$ cat config.mk
export PLATFORM = sky130hd
export DESIGN_NAME = host_adapter_strobe_decoder
export DESIGN_NICKNAME = d
export VERILOG_FILES = /design/src/rtl/host_adapter_strobe_decoder.sv
export SDC_FILE = /design/constraint.sdc
export NUM_CORES = 1
export LEC_CHECK = 0
export ABC_AREA = 1
export CORE_ASPECT_RATIO = 1.1
export CORE_MARGIN = 5
export CORE_UTILIZATION = 31
export DETAILED_ROUTE_END_ITERATION = 12
export PLACE_DENSITY = 0.53
export SLEW_MARGIN = 20
export SYNTH_ARGS = -nofsm -noshare
export SYNTH_HDL_FRONTEND = slang
export SYNTH_SLANG_ARGS = --single-unit
$ cat constraint.sdc
create_clock -name fastClock -period 1.8 [get_ports fastClock]
set_input_delay 0.36 -clock fastClock [delete_from_list [all_inputs] [get_ports fastClock]]
set_output_delay 0.36 -clock fastClock [all_outputs]
set_load 0.01 [all_outputs]
$ cat src/rtl/host_adapter_strobe_decoder.sv
// host_adapter_strobe_decoder
// Clocked 1MHz-bus page decoder. Synchronises and glitch-qualifies the bus
// enable, decodes a window of NUM_REGS registers above BASE_ADDR in page &FC
// with per-register read/write permission, and produces a level read select
// plus single-clock end-of-access strobes so downstream logic acts exactly
// once per bus cycle.
// Ports:
//   fastClock, nReset  : system clock, async active-low reset
//   bbc_ADDRESS        : bus address low byte
//   cleanPGFC          : page &FC select (active high)
//   n1MHZE             : bus enable, active low, asynchronous to fastClock
//   nRW                : 1 = read, 0 = write
//   readSelect         : one-hot level during a qualified permitted read
//   readStrobe         : one-hot pulse at the end of a permitted read
//   writeStrobe        : one-hot pulse at the end of a permitted write
//   busActive          : high while a decoded access is in progress
//   timeoutError       : pulse when an access overruns TIMEOUT clocks
module host_adapter_strobe_decoder #(
  parameter logic [7:0]  BASE_ADDR   = 8'h40,
  parameter int unsigned NUM_REGS    = 8,
  parameter logic [15:0] READ_MASK   = 16'h0003,
  parameter logic [15:0] WRITE_MASK  = 16'h001D,
  parameter int unsigned SYNC_STAGES = 2,
  parameter int unsigned MIN_LOW     = 3,
  parameter int unsigned TIMEOUT     = 255
) (
  input  logic                fastClock,
  input  logic                nReset,
  input  logic [7:0]          bbc_ADDRESS,
  input  logic                cleanPGFC,
  input  logic                n1MHZE,
  input  logic                nRW,
  output logic [NUM_REGS-1:0] readSelect,
  output logic [NUM_REGS-1:0] readStrobe,
  output logic [NUM_REGS-1:0] writeStrobe,
  output logic                busActive,
  output logic                timeoutError
);

  localparam logic [1:0] S_IDLE    = 2'd0;
  localparam logic [1:0] S_QUALIFY = 2'd1;
  localparam logic [1:0] S_ACTIVE  = 2'd2;
  localparam logic [1:0] S_RECOVER = 2'd3;

  localparam logic [3:0] MIN_LOW_W  = 4'(MIN_LOW);
  localparam logic [9:0] TIMEOUT_W  = 10'(TIMEOUT);
  localparam logic [8:0] NUM_REGS_W = 9'(NUM_REGS);

  logic [SYNC_STAGES-1:0] sync_q, sync_d;
  logic                   e_sync;

  logic [1:0]          state_q, state_d;
  logic [3:0]          low_cnt_q, low_cnt_d;
  logic [9:0]          act_cnt_q, act_cnt_d;
  logic [3:0]          off_q, off_d;
  logic                rd_q, rd_d;
  logic [NUM_REGS-1:0] rsel_q, rsel_d;
  logic [NUM_REGS-1:0] rstb_q, rstb_d;
  logic [NUM_REGS-1:0] wstb_q, wstb_d;
  logic                bact_q, bact_d;
  logic                tmo_q, tmo_d;

  logic [8:0]          diff_c;
  logic                hit_c;
  logic                decide_c;

  // Enable synchroniser; idles high so reset looks like a quiet bus.
  assign sync_d = {sync_q[SYNC_STAGES-2:0], n1MHZE};
  assign e_sync = sync_q[SYNC_STAGES-1];

  // Window decode; bit 8 of the 9-bit difference is the borrow (below base).
  assign diff_c = {1'b0, bbc_ADDRESS} - {1'b0, BASE_ADDR};
  assign hit_c  = cleanPGFC && !diff_c[8] && (diff_c < NUM_REGS_W) &&
                  (nRW ? READ_MASK[diff_c[3:0]] : WRITE_MASK[diff_c[3:0]]);

  // Next-state and output decode.
  always_comb begin
    state_d   = state_q;
    low_cnt_d = low_cnt_q;
    act_cnt_d = act_cnt_q;
    off_d     = off_q;
    rd_d      = rd_q;
    rsel_d    = '0;
    rstb_d    = '0;
    wstb_d    = '0;
    tmo_d     = 1'b0;
    decide_c  = 1'b0;

    case (state_q)
      S_IDLE: begin
        if (!e_sync) begin
          // The first low clock already counts towards MIN_LOW.
          if (MIN_LOW_W == 4'd1) begin
            decide_c = 1'b1;
          end else begin
            state_d   = S_QUALIFY;
            low_cnt_d = 4'd1;
          end
        end
      end
      S_QUALIFY: begin
        if (e_sync) begin
          state_d   = S_IDLE;
          low_cnt_d = '0;
        end else if ((low_cnt_q + 4'd1) == MIN_LOW_W) begin
          decide_c = 1'b1;
        end else begin
          low_cnt_d = low_cnt_q + 4'd1;
        end
      end
      S_ACTIVE: begin
        act_cnt_d = act_cnt_q + 10'd1;
        // End of cycle takes priority over a coincident timeout.
        if (e_sync) begin
          state_d = S_IDLE;
          if (rd_q) rstb_d = NUM_REGS'(1) << off_q;
          else      wstb_d = NUM_REGS'(1) << off_q;
        end else if (act_cnt_d == TIMEOUT_W) begin
          state_d = S_RECOVER;
          tmo_d   = 1'b1;
        end else if (rd_q) begin
          rsel_d = NUM_REGS'(1) << off_q;
        end
      end
      S_RECOVER: begin
        if (e_sync) state_d = S_IDLE;
      end
      default: state_d = S_IDLE;
    endcase

    // Qualified cycle: sample the bus mid-cycle and latch offset/direction.
    if (decide_c) begin
      low_cnt_d = '0;
      if (hit_c) begin
        state_d   = S_ACTIVE;
        act_cnt_d = '0;
        off_d     = diff_c[3:0];
        rd_d      = nRW;
        if (nRW) rsel_d = NUM_REGS'(1) << diff_c[3:0];
      end else begin
        state_d = S_RECOVER;
      end
    end

    bact_d = (state_d == S_ACTIVE);
  end

  // State and registered outputs.
  always_ff @(posedge fastClock or negedge nReset) begin
    if (!nReset) begin
      sync_q    <= '1;
      state_q   <= S_IDLE;
      low_cnt_q <= '0;
      act_cnt_q <= '0;
      off_q     <= '0;
      rd_q      <= 1'b0;
      rsel_q    <= '0;
      rstb_q    <= '0;
      wstb_q    <= '0;
      bact_q    <= 1'b0;
      tmo_q     <= 1'b0;
    end else begin
      sync_q    <= sync_d;
      state_q   <= state_d;
      low_cnt_q <= low_cnt_d;
      act_cnt_q <= act_cnt_d;
      off_q     <= off_d;
      rd_q      <= rd_d;
      rsel_q    <= rsel_d;
      rstb_q    <= rstb_d;
      wstb_q    <= wstb_d;
      bact_q    <= bact_d;
      tmo_q     <= tmo_d;
    end
  end

  assign readSelect   = rsel_q;
  assign readStrobe   = rstb_q;
  assign writeStrobe  = wstb_q;
  assign busActive    = bact_q;
  assign timeoutError = tmo_q;

endmodule

==> After elaboration in Yosys (flattened, before gate mapping) <==
Memory sizes are Yosys's and may differ from the RTL's.
Cells that the tools add are included.
{ "word_totals": {"ff_bits": 49, "latch_bits": 0, "mem_bits_rw": 0, "mem_bits_ro": 32, "word_cells": 73, "n_memories": 2} }
{ "op_classes": {"addsub": 3, "n_mul": 0, "div": 0, "n_lt_le_gt_ge": 2, "n_eq_ne": 8, "shift": 2, "mux": 36, "n_bitwise": 0, "n_reduce_logical": 9} }
{ "memory_table": {"columns": ["name", "depth", "width", "rd", "rd_clocked_by_memory_dff", "write_ports", "line_no", "rtl"], "rows": [
  ["(name not given)", 16, 1, 1, 0, 0, "74", "(nRW ? READ_MASK[diff_c[3:0]] : WRITE_MASK[diff_c[3:0]]);"],
  ["(name not given)", 16, 1, 1, 0, 0, "74", null]
]} }
{ "ops": {"columns": ["cell", "count"], "rows": [
  ["8-bit two-way mux", 12],
  ["10-bit two-way mux", 3],
  ["4-bit two-way mux", 4],
  ["1-bit by 4-bit << shifter with 8-bit output, first input constant", 2],
  ["10-bit by 1-bit adder with 10-bit output, second input constant", 1],
  ["10-bit by 8-bit equality test with 1-bit output, second input constant", 1],
  ["1-bit two-way mux", 10],
  ["2-bit two-way mux", 5],
  ["9-bit by 4-bit less-than comparator with 1-bit output, second input constant", 1],
  ["8-bit by 7-bit subtractor with 9-bit output, second input constant", 1],
  ["4-bit case mux with 2 select lines", 1],
  ["2-bit equality test, second input constant", 3],
  ["2-bit case mux with 3 select lines", 1],
  ["4-bit by 5-bit less-than comparator with 1-bit output, second input constant", 1],
  ["4-bit by 1-bit adder with 4-bit output, second input constant", 1],
  ["4-bit by 2-bit equality test with 1-bit output, second input constant", 1],
  ["4-bit inequality test, second input constant", 1],
  ["1-bit logical AND", 3],
  ["3-bit inequality test, second input constant", 1],
  ["3-bit AND reduction", 1],
  ["3-bit nonzero test", 1],
  ["2-bit by 1-bit equality test with 1-bit output, second input constant", 1],
  ["2-bit logical NOT", 1],
  ["2-bit AND reduction", 1],
  ["other kinds (2)", 2]
]} }

==> Longest topological paths before layout <==
{ "logic_depth": {"depth_word": 8, "ltp_mapped": 12} }

==> Worst setup path before layout <==
No wires, ideal clock.
{ "synth_path": {"path_type": "input port to flip-flop", "from": "input port bbc_ADDRESS[6]", "to": "register act_cnt_q[2]", "setup_ps": 141, "t_arrival_ps": 1420, "required_time_ps": 1659, "setup_slack_ps": 239, "path_stages": 10, "path_buffers": 1, "path_cell_list": "inv_1 > ha_1 > nand2_1 > nor2_1 > nand3_1 > nor2_2 > nand2_2 > inv_2 > buf_6 > a211oi_1"} }
{ "synth_via": {"elab_chain_cells": 7} }
{ "synth_lines": {"columns": ["element", "line_no", "rtl"], "rows": [
  ["from (decl)", "29", "input logic [7:0] bbc_ADDRESS,"],
  ["8-bit by 7-bit subtractor with 9-bit output *", "72", "assign diff_c = {1'b0, bbc_ADDRESS} - {1'b0, BASE_ADDR};"],
  ["branches (longest 2 deep; another with 9-bit by 4-bit less-than comparator with 1-bit output)", null, null],
  ["1-bit logical AND * (2 in series)", "73", "assign hit_c = cleanPGFC && !diff_c[8] && (diff_c < NUM_REGS_W) &&"],
  ["10-bit two-way mux *", "134", "if (hit_c) begin"],
  ["10-bit two-way mux *", "132", "if (decide_c) begin"],
  ["named net act_cnt_d[2]", "54", "logic [9:0] act_cnt_q, act_cnt_d;"],
  ["to (signal assigned)", "166", "act_cnt_q <= act_cnt_d;"],
  ["to (decl)", "54", null]
]} }
Mark *: on every way through the listed nets, which the timed path passes.
A chain may end at the register's enable or synchronous reset.

==> Final worst setup path <==
{ "layout_path": {"from": "register low_cnt_q[1]", "to": "register rsel_q[1], in the netlist readSelect[1]"} }
{ "layout_via": {"elab_chain_cells": 6} }
{ "layout_lines": {"columns": ["element", "line_no", "rtl"], "rows": [
  ["from (decl)", "53", "logic [3:0] low_cnt_q, low_cnt_d;"],
  ["from (signal assigned)", "165", "low_cnt_q <= low_cnt_d;"],
  ["4-bit by 1-bit adder with 4-bit output", "105", "end else if ((low_cnt_q + 4'd1) == MIN_LOW_W) begin"],
  ["4-bit by 2-bit equality test with 1-bit output", "105", null],
  ["1-bit two-way mux", "105", null],
  ["1-bit two-way mux", "102", "if (e_sync) begin"],
  ["1-bit two-way mux", "89", "case (state_q)"],
  ["8-bit two-way mux", "132", null],
  ["named net rsel_d[1]", "57", "logic [NUM_REGS-1:0] rsel_q, rsel_d;"],
  ["to (signal assigned)", "169", "rsel_q <= rsel_d;"],
  ["to (decl)", "57", null]
]} }
The timed path passes the listed nets, and every way through them passes these cells.

==> results_dict.tcl <==
set metrics [dict create \
    p_seq_frac 0.467 \
    drc 0 \
    p_int_mw 1.88 \
    numPortBuffers 38 \
    layout-drive-gt1-share 0.162 \
    wl_met3_um 224 \
    drv_slew 0 \
    grt_max_degree 50 \
    cap_violations 0 \
    design_area_um2 3010 \
    slew_headroom 0.775 \
    crit_cells 11 \
    clkPwrFrac 0.234 \
    p_comb_frac 0.299 \
    finalSetupViolCount 0 \
    synth-seq-cells 49 \
    io_pins 39 \
    synth_area_um2 2310 \
    fillCellCount 760 \
    final_cell_mix "47 x nor2_1, 47 x dfrtp_1, 40 x nand2_1" \
    synth_top_family_by_area "simple AND/OR/NAND/NOR gates" \
    dpl_cell_area_um2 2860 \
    rsz0062_at_grt "true" \
    yosys.area_share.simple 0.289 \
    track_usage 0.114 \
    synth_cell_type_count 33 \
    grt-ovfl-total 0 \
    finalHoldViolations 0 \
    cp_cell_sequence "ha_2 -> nand2_1 -> nand2_2 -> nor2_2 -> nand2_2 -> nor2_4 -> nand3_4 -> nand2_2 -> nor2_1 -> nand3_1 -> nand2_1" \
    min_period_ns 1.73 \
    htreeDepth 2 \
    ys.flop_type "dfrtp_1" \
    cts_tree "done" \
    start_kind "flip-flop" \
    synth_cells 267 \
    antenna_found_initial 0 \
    gp_congestion 0.801 \
    async_flop_share 1.00 \
    worstPathMaxFanout 8 \
    tightestPinTransition_ns 0.337 \
    arrival_ns 1.91 \
    clockBufferDepth 2 \
    vias 1904 \
    critPathKind "reg -> reg" \
    cp-endpoint "readSelect[1]$_DFF_PN0_" \
    syn_avg_cell_area_um2 8.65 \
    hp-class "in -> async" \
    cts_root_buf "clkbuf_8" \
    worstSetupStartpoint "low_cnt_q[1]$_DFFE_PN0P_" \
    synth_fa_ha_area_frac 0.0271 \
    p_sw_frac 0.348 \
    diodes 0 \
    critPathCaptureType "flip-flop" \
    core_um2 7350 \
    syn_nets 285 \
    cts_sinks 49 \
    yosysTopAreaCell "dfrtp_1" \
    ctsHoldBuffers 0 \
    highest_layer "met4" \
    synth_edf_count 0 \
    p_leak_nw 1.37 \
    reg2reg_to "readSelect[1]$_DFF_PN0_" \
    drt-total-wl_um 5010 \
    initial_core_util 0.314 \
    seq_area_frac_synth 0.532 \
    clk_latency_ns 0.30 \
    crit_buf_inv 0 \
    critPathTopFamily "simple AND/OR/NAND/NOR gates" \
    wl_met1_um 2100 \
    irDropWorstVdd_v 0.000550 \
    die_area_um2 9280 \
    fmaxAchievable_ghz 0.580 \
    crit_path_top_delay_cell "dfrtp_1" \
    worst-r2r-cell-count 11 \
    dp_hpwl_um 3750 \
    status "completed" \
    nNetsFinal 338 \
    cts_made_buffers 5 \
    grt_pass1_wl_um 8550 \
    synth_xor_area_frac 0.00379 \
    first_pass_iters 4 \
    ant_nets 0 \
    synth_top_area_share 0.509 \
    switchingPower_mw 1.01 \
    routedWlPerCell_um 12.3 \
    cellPowerDensity_nw_per_um2 960 \
    initialDrtViolationCount 69 \
    via_per_inst 4.67 \
    synth-compound-area-share 0.0742 \
    fp-row-count 33 \
    timing.clock.skew_ns 0.00325 \
    areaGrowthSynthToFinish_pct 30.3 \
    period_share 0.958 \
    die_height_um 101 \
    max_stage_delay_ns 0.43 \
    cp_common_cell "nand2_2" \
    wl_met2_um 2640 \
    power_mw 2.89 \
    clkTransAtPathRegs_ns 0.09 \
    die_w_um 92.3 \
    ys_warn_count 0 \
    synth_mux_area_frac 0 \
    rrSetupSlack_ns 0.07 \
    grt_pass1_vias 1812 \
    synth.area.top_cells "dfrtp_1 51%, nor2_1 8.0%, nand2_1 6.8%" \
    cp_data_required_time_ns 1.99 \
    rr_startpoint "low_cnt_q[1]$_DFFE_PN0P_" \
]
-- Yosys cell counts, types with 4 or more instances --
cell / number
a21oi_1: 4
dfrtp_1: 47
nand2_1: 42
inv_2: 4
nand4_1: 8
o21ai_0: 12
a211oi_1: 6
nor3_1: 11
nand2_2: 4
inv_1: 33
nor2_1: 49
ha_1: 5
nor2_2: 4
nand3_1: 14
-- routing by layer --
| metal | global-route usage | vias to the layer above |
|---|---|---|
| met1 | 0.138 | 896 |
| met5 | 0 | - |
| li1 | - | 967 |
| met4 | 0.0274 | 0 |
| met2 | 0.205 | 37 |
| met3 | 0.0276 | 4 |
-- worst reg2reg max path, stage by stage (launching register included) --
cell     delay [ns]
dfrtp_1        0.43
ha_2           0.21
nand2_1        0.08
nand2_2        0.06
nor2_2         0.11
nand2_2        0.10
nor2_4         0.21
nand3_4        0.15
nand2_2        0.11
nor2_1         0.05
nand3_1        0.06
nand2_1        0.06
-- flip-flops by register name, summed over array words and instances (netlist names) --
| register | cells |
|---|---|
| rd_q | 1 |
| readStrobe | 8 |
| low_cnt_q | 4 |
| timeoutError | 1 |
| act_cnt_q | 10 |
| state_q | 2 |
| busActive | 1 |
| readSelect | 8 |
| off_q | 4 |
| sync_q | 2 |
| writeStrobe | 8 |
-- repair_timing --
item	in CTS	in global routing
pin swaps	0	15
resized for setup	2	14
cloned	0	0
setup endpoints to repair	12	19
setup buffers	0	2
-- power groups by stage --
stage	clock network, mW	logic, mW	registers (mW)
2_1_floorplan	0	0.638	1.34
3_3_place_gp	0	0.829	1.37
3_5_place_dp	0	0.835	1.36
4_1_cts	0.711	0.837	1.35
5_1_grt	0.750	1.00	1.37
6_report	0.675	0.862	1.35
-- worst min path at each step --
stage | start | to | slack, ns | cells past startpoint
2_1_floorplan | nReset | act_cnt_q[0]$_DFF_PN0_ | 0.06 | 0
3_3_place_gp | sync_q[0]$_DFF_PN1_ | sync_q[1]$_DFF_PN1_ | 0.35 | 0
3_5_place_dp | sync_q[0]$_DFF_PN1_ | sync_q[1]$_DFF_PN1_ | 0.35 | 0
4_1_cts | nReset | writeStrobe[2]$_DFF_PN0_ | 0.04 | 2
5_1_grt | nReset | readStrobe[5]$_DFF_PN0_ | 0.04 | 2
6_report | nReset | off_q[1]$_DFFE_PN0P_ | 0.03 | 2
-- stage by stage --
| step | hold WS [ns] | TNS, ns | instances | setup slack [ns] | utilization |
|---|---|---|---|---|---|
| after floorplan | 0.0644 | 0 | 267 | 0.239 | - |
| after global placement | 0.348 | -6.81 | 398 | -0.336 | 0.389 |
| after detailed placement | 0.352 | -7.34 | 398 | -0.375 | 0.389 |
| after CTS | 0.0398 | 0 | 406 | 0.0294 | 0.403 |
| after global routing | 0.0431 | -0.0566 | 408 | -0.0298 | 0.409 |
| final | 0.0308 | 0 | 408 | 0.0749 | 0.409 |
-- area by class of cell --
class / instances / area [um2] / share of cell area
clock inverter: 2 / 13.8 / 0.00457
tap: 87 / 109 / 0.0362
clock buffer: 6 / 82.6 / 0.0274
inverter: 37 / 144 / 0.0478
timing repair buffer: 51 / 490 / 0.163
multi-input combinational: 176 / 941 / 0.313
sequential: 49 / 1230 / 0.408
-- kinds of logic (layout without fill, tap and decap cells) --
| family | after synthesis | in the layout |
|---|---|---|
| AND/OR/NAND/NOR | 142 | 142 |
| flip-flops | 49 | 49 |
| buffers and inverters | 42 | 96 |
| AO/OA/AOI/OAI | 28 | 28 |
| adder cells (fa/ha/maj) | 5 | 5 |
| XOR/XNOR | 1 | 1 |
No activity file was read; power rests on OpenSTA's default activity.
